$ cat config.mk
export PLATFORM = sky130hd
export DESIGN_NAME = inst_fetch_flat
export DESIGN_NICKNAME = d
export VERILOG_FILES = /design/src/rtl/inst_fetch_pkg.sv /design/src/rtl/inst_fetch_if.sv /design/src/rtl/inst_fetch_if_id_reg.sv /design/src/rtl/inst_fetch.sv /design/src/flat_wrapper.sv
export SDC_FILE = /design/constraint.sdc
export NUM_CORES = 1
export LEC_CHECK = 0
export ABC_CLOCK_PERIOD_IN_PS = 2800
export CORE_MARGIN = 5
export CORE_UTILIZATION = 42
export CTS_CLUSTER_DIAMETER = 100
export CTS_CLUSTER_SIZE = 30
export DETAILED_ROUTE_END_ITERATION = 6
export PLACE_DENSITY = 0.79
export SETUP_SLACK_MARGIN = 0.3
export SYNTH_ARGS = -nofsm -noshare
export SYNTH_HDL_FRONTEND = slang
export SYNTH_SLANG_ARGS = --single-unit
$ cat constraint.sdc
create_clock -name clk -period 2.8 [get_ports clk]
set_input_delay 0.56 -clock clk [delete_from_list [all_inputs] [get_ports clk]]
set_output_delay 0.56 -clock clk [all_outputs]
set_load 0.02 [all_outputs]
$ cat src/rtl/inst_fetch_pkg.sv
// Shared types and constants for the instruction-fetch stage.
// Optional feature macro: FETCH_ALIGN_CHECK_EN (misaligned fetch -> AdEL marker in IF/ID).
package inst_fetch_pkg;

  localparam int INST_ADDR_W = 32;
  localparam int INST_W      = 32;

  typedef logic [INST_ADDR_W-1:0] inst_addr_t;
  typedef logic [INST_W-1:0]      inst_t;

  localparam inst_t      ZEROWORD         = '0;
  localparam logic       CHIP_ENABLE      = 1'b1;
  localparam logic       CHIP_DISABLE     = 1'b0;
  localparam logic       RST_ENABLE       = 1'b1;
  localparam logic       STALL_ENABLE     = 1'b1;
  localparam inst_addr_t DEFAULT_RESET_PC = 32'h0000_0000;

  // One IF/ID pipeline entry.
  typedef struct packed {
    inst_addr_t pc;
    inst_t      inst;
    logic       valid;
    logic       adel;
  } if_id_t;

  // An empty slot: decode treats a zero instruction with valid=0 as a bubble.
  function automatic if_id_t if_id_bubble();
    if_id_t b;
    b.pc    = '0;
    b.inst  = ZEROWORD;
    b.valid = 1'b0;
    b.adel  = 1'b0;
    return b;
  endfunction

endpackage

$ cat src/rtl/inst_fetch_if.sv
// Instruction ROM bus: fetch stage drives chip enable and address, ROM returns
// the addressed word combinationally in the same cycle.
interface inst_fetch_if;
  import inst_fetch_pkg::*;

  logic       rom_ce;
  inst_addr_t rom_addr;
  inst_t      rom_inst;

  modport master (output rom_ce, output rom_addr, input rom_inst);
  modport slave  (input rom_ce, input rom_addr, output rom_inst);

endinterface

$ cat src/rtl/inst_fetch_if_id_reg.sv
// IF/ID pipeline register: bubble insertion, hold on decode stall, flush.
// With FETCH_ALIGN_CHECK_EN defined, a misaligned fetch is captured as a
// zero instruction flagged with adel so the exception unit can raise AdEL.
module if_id_reg
  import inst_fetch_pkg::*;
(
  input  logic       clk,
  input  logic       rst,
  input  logic       flush,
  input  logic       stall_if,
  input  logic       stall_id,
  input  logic       fetch_ce,
  input  inst_addr_t fetch_pc,
  input  inst_t      fetch_inst,
  output inst_addr_t id_pc,
  output inst_t      id_inst,
  output logic       id_valid,
  output logic       id_adel
);

  if_id_t ent_d;
  if_id_t ent_q;

  // Next IF/ID entry: flush > decode hold > fetch stall bubble > idle bubble > capture.
  always_comb begin
    ent_d = ent_q;
    if (flush) begin
      ent_d = if_id_bubble();
    end else if (stall_id == STALL_ENABLE) begin
      ent_d = ent_q;
    end else if (stall_if == STALL_ENABLE) begin
      ent_d = if_id_bubble();
    end else if (fetch_ce == CHIP_DISABLE) begin
      ent_d = if_id_bubble();
    end else begin
      ent_d.pc    = fetch_pc;
      ent_d.valid = 1'b1;
`ifdef FETCH_ALIGN_CHECK_EN
      if (fetch_pc[1:0] != 2'b00) begin
        ent_d.inst = ZEROWORD;
        ent_d.adel = 1'b1;
      end else begin
        ent_d.inst = fetch_inst;
        ent_d.adel = 1'b0;
      end
`else
      ent_d.inst  = fetch_inst;
      ent_d.adel  = 1'b0;
`endif
    end
  end

  // IF/ID register with synchronous reset to a bubble.
  always_ff @(posedge clk) begin
    if (rst == RST_ENABLE) begin
      ent_q <= if_id_bubble();
    end else begin
      ent_q <= ent_d;
    end
  end

  assign id_pc    = ent_q.pc;
  assign id_inst  = ent_q.inst;
  assign id_valid = ent_q.valid;
  assign id_adel  = ent_q.adel;

endmodule

$ cat src/rtl/inst_fetch.sv
// Instruction fetch: program counter, ROM chip enable and next-PC selection,
// feeding the IF/ID register. Branches use a delay slot, so the instruction
// fetched alongside branch_flag is always captured.
// Optional feature macro: FETCH_ALIGN_CHECK_EN (handled in if_id_reg).
module inst_fetch
  import inst_fetch_pkg::*;
#(
  parameter inst_addr_t RESET_PC = DEFAULT_RESET_PC
) (
  input  logic                clk,
  input  logic                rst,
  input  logic                stall_if,
  input  logic                stall_id,
  input  logic                flush,
  input  inst_addr_t          flush_pc,
  input  logic                branch_flag,
  input  inst_addr_t          branch_target,
  inst_fetch_if.master        rom,
  output inst_addr_t          id_pc,
  output inst_t               id_inst,
  output logic                id_valid,
  output logic                id_adel
);

  logic       ce_d;
  logic       ce_q;
  inst_addr_t pc_d;
  inst_addr_t pc_q;

  // Next PC: hold until the ROM is enabled, then flush > stall > branch > sequential.
  always_comb begin
    ce_d = CHIP_ENABLE;
    pc_d = pc_q + 32'd4;
    if (ce_q == CHIP_DISABLE) begin
      pc_d = pc_q;
    end else if (flush) begin
      pc_d = flush_pc;
    end else if (stall_if == STALL_ENABLE) begin
      pc_d = pc_q;
    end else if (branch_flag) begin
      pc_d = branch_target;
    end
  end

  // PC and chip-enable registers; both drive the ROM directly.
  always_ff @(posedge clk) begin
    if (rst == RST_ENABLE) begin
      ce_q <= CHIP_DISABLE;
      pc_q <= RESET_PC;
    end else begin
      ce_q <= ce_d;
      pc_q <= pc_d;
    end
  end

  assign rom.rom_ce   = ce_q;
  assign rom.rom_addr = pc_q;

  if_id_reg u_if_id_reg (
    .clk        (clk),
    .rst        (rst),
    .flush      (flush),
    .stall_if   (stall_if),
    .stall_id   (stall_id),
    .fetch_ce   (ce_q),
    .fetch_pc   (pc_q),
    .fetch_inst (rom.rom_inst),
    .id_pc      (id_pc),
    .id_inst    (id_inst),
    .id_valid   (id_valid),
    .id_adel    (id_adel)
  );

endmodule
$ cat src/flat_wrapper.sv
// flat-port wrapper written by rule: the top's interface ports become plain ports
module inst_fetch_flat import inst_fetch_pkg::*;
#(
  parameter inst_addr_t RESET_PC = DEFAULT_RESET_PC
)
  (clk, rst, stall_if, stall_id, flush, flush_pc, branch_flag, branch_target, id_pc, id_inst, id_valid, id_adel, rom_rom_ce, rom_rom_addr, rom_rom_inst);
  inst_fetch_if rom_i ();
  input  logic clk;
  input  logic rst;
  input  logic stall_if;
  input  logic stall_id;
  input  logic flush;
  input  inst_addr_t flush_pc;
  input  logic branch_flag;
  input  inst_addr_t branch_target;
  output inst_addr_t id_pc;
  output inst_t id_inst;
  output logic id_valid;
  output logic id_adel;
  output wire logic [$bits(rom_i.rom_ce)-1:0] rom_rom_ce;
  output wire logic [$bits(rom_i.rom_addr)-1:0] rom_rom_addr;
  input wire logic [$bits(rom_i.rom_inst)-1:0] rom_rom_inst;
  assign rom_rom_ce = rom_i.rom_ce;
  assign rom_rom_addr = rom_i.rom_addr;
  assign rom_i.rom_inst = rom_rom_inst;
  inst_fetch #(.RESET_PC(RESET_PC)) u_core (.clk(clk), .rst(rst), .stall_if(stall_if), .stall_id(stall_id), .flush(flush), .flush_pc(flush_pc), .branch_flag(branch_flag), .branch_target(branch_target), .rom(rom_i), .id_pc(id_pc), .id_inst(id_inst), .id_valid(id_valid), .id_adel(id_adel));
endmodule
==> results of run 1 <==
-- per-stage QoR --
step	power, mW	std cells	setup WS (ns)	util (%)
global placement	2.09	846	0.431	64.0
detailed placement	2.10	846	0.378	64.0
global route	3.07	862	0.362	65.8
CTS	2.96	862	0.413	65.8
floorplan	1.77	537	0.625	-
finish	2.95	862	0.404	65.8
-- worst max path at each step --
stage,end,cells past startpoint,start
after floorplan,u_core.rom.rom_addr[29]$_SDFFE_PP0P_,6,u_core.rom.rom_addr[10]$_SDFFE_PP0P_
after global placement,u_core.rom.rom_addr[21]$_SDFFE_PP0P_,5,flush
after detailed placement,u_core.rom.rom_addr[23]$_SDFFE_PP0P_,5,flush
after CTS,u_core.rom.rom_addr[29]$_SDFFE_PP0P_,5,u_core.rom.rom_addr[10]$_SDFFE_PP0P_
after global routing,u_core.rom.rom_addr[29]$_SDFFE_PP0P_,5,u_core.rom.rom_addr[10]$_SDFFE_PP0P_
final,u_core.rom.rom_addr[29]$_SDFFE_PP0P_,5,u_core.rom.rom_addr[10]$_SDFFE_PP0P_
-- cells in the mapped netlist (3+ instances only) --
library cell / number
a21o_1: 3
a21oi_1: 30
a221oi_1: 3
a22o_1: 3
a22oi_1: 72
a31oi_1: 9
and3_1: 6
and4_1: 3
buf_1: 14
clkbuf_1: 33
dfxtp_1: 98
inv_1: 6
mux2i_1: 7
nand2_1: 28
nand2b_1: 4
nand3_1: 15
nand4_1: 10
nor2_1: 86
nor3_1: 8
nor4_1: 6
o211ai_1: 13
o21a_1: 3
o21ai_0: 29
o22ai_1: 4
xnor2_1: 8
xor2_1: 3
-- cell families after synthesis --
logic type      count (synthesis)  share of synthesized area, %
buf+inv                        56                          4.88
simple gates                  177                          18.4
mux                             7                          1.58
flops                          98                          44.2
other cells                     1                        0.0845
xor+xnor                       11                          2.17
fa+ha+maj                       1                         0.282
compound gates                186                          28.4
-- where the power goes --
group	switching [mW]	internal (mW)
sequential	0.0650	1.44
clock	0.536	0.339
combinational	0.279	0.296
-- cell type report --
type	instances	area share, %
Sequential cell	98	28.9
Clock inverter	7	0.902
Inverter	6	0.331
Tap cell	136	2.50
Clock buffer	9	1.82
Multi-Input combinational cell	383	33.5
Timing Repair Buffer	223	32.1
-- sequential cells by signal, summed over array words and instances (netlist names) --
register and cells:
u_core.rom.rom_addr 32, u_core.u_if_id_reg.id_valid 1, u_core.rom.rom_ce 1, u_core.u_if_id_reg.id_pc 32, u_core.u_if_id_reg.id_inst 32
-- routing by layer --
metal / share of wire, % / GRT usage [%]
met5: 0 / 0
met4: 2.0 / 7.53
met3: 7.6 / 4.55
met2: 48 / 41.0
met1: 42 / 32.7
-- worst max-delay path: cells and delay by family, from the launching register on --
| family | cells | cell delay (ns) |
|---|---|---|
| flip-flops | 1 | 0.53 |
| AND/OR/NAND/NOR | 5 | 1.80 |
==> impl_metrics.ini, run 1 <==
[floorplanning]
rows = 37
die_h_um = 113
coreArea_um2 = 10300
ios = 201
dieArea_um2 = 12700
start_util_pct = 43.0
dieWidth_um = 113

[critical_path]
cp_slowest_stage_delay_ns = 0.71
reg2reg_depth = 5
worstSetupPathType = reg2reg
endpoint_kind = flip-flop
cp_max_fo = 8
crit_path_start_kind = flip-flop
r2r_start = u_core.rom.rom_addr[10]$_SDFFE_PP0P_
crit_chain = nand3_2 > or4_1 > or3_4 > or3_1 > nand3_1
cp.arrival_ns = 2.69
reg2reg_to = u_core.rom.rom_addr[29]$_SDFFE_PP0P_
required_ns = 3.10
critPathSlowestCell = or4_1
r2r_slack_ns = 0.40

[timing]
final_hold_viol_count = 0
period_share_pct = 85.6
fmax_ghz = 0.417
finClkSkew_ns = 0.0183
grt_setup_unrepaired = false
holdWs_ns = 0.515
finalSetupTns_ns = 0
finalCriticalPeriod_ns = 2.40
finalMaxSlewViolations = 0
setup_viol = 0

[route]
vias_per_cell = 5.81
vias = 5007
drt-total-wl_mm = 16.3
ant_nets = 0
first_iter_violations = 495
drc = 0
dr.pass1.iters = 5
drt-wirelength-per-cell_um = 18.9

[place]
hpwlAfterDp_mm = 12.3
placed_area_um2 = 6610
place.gp.congestion = 0.908
portBuffers = 199

[synth]
synth-main-ff-cell = dfxtp_1
synthTopCellsByArea = dfxtp_1 44%, a22oi_1 12%, nor2_1 7.3%
synth_top_area_cell = dfxtp_1
ys_warn_count = 0
async_flop_share_pct = 0
synth_edf_count = 0
synth_cell_types = 50
synth.top_cell.area_share_pct = 44.2
synth_nets = 640
syn_area_um2 = 4440
ys_seq_elements = 98
syn_area_per_cell_um2 = 8.26
yosysSeqAreaShare_pct = 44.2
syn_inst = 537

[final_layout]
seqCellArea_um2 = 1960
diodes = 0
design_area_um2 = 6790
area_growth_pct = 53.1
multi_input_area_um2 = 2270
nFillCells = 887
fin_nets = 824
layout-drive-gt1-share_pct = 6.61
mostFrequentLayoutCell = clkdlybuf4s50_1
layout_common_cells = 198 x clkdlybuf4s50_1, 98 x dfxtp_1, 86 x nor2_1

[global_route]
grt_pass1_wl_mm = 25.5
grt_max_degree = 49
first_global_vias = 4745
overflow = 0
antenna_found_initial = 0
grt_usage_pct = 24.7

[cts]
hold_buffers = 0
clockBufferDepth = 2
cts-htree-levels = 3
insertion_delay_ns = 0.36
cts.clk_slew.worst_paths_ns = 0.10
cts_buffers = 9
cts_setup_buffers = 0
cts-root-buf = clkbuf_8
cts_tree = built
cts.sinks = 98
cts_resized = 0

[min_path]
holdPathStages = 2
hp-start = u_core.u_if_id_reg.id_valid$_SDFFE_PP0N_
min_to = u_core.u_if_id_reg.id_valid$_SDFFE_PP0N_
min_path_type = reg2reg

[power]
p_per_area_nw_per_um2 = 435
peakVddDrop_v = 0.000250
cellLeakagePower_nw = 2.32

[job]
drv_cap = 0

[outcome]
status = finished, final reports clean
Power figures use the tool's default switching activity.
==> run 2, diff against run 1 <==
--- a/config.mk
+++ b/config.mk
@@ -13,6 +13,7 @@
 export DETAILED_ROUTE_END_ITERATION = 6
 export PLACE_DENSITY = 0.79
 export SETUP_SLACK_MARGIN = 0.3
+export SLEW_MARGIN = 0
 export SYNTH_ARGS = -nofsm -noshare
 export SYNTH_HDL_FRONTEND = slang
 export SYNTH_SLANG_ARGS = --single-unit
==> results of run 2 <==
Final layout, timing and power as in run 1 (identical DEF).
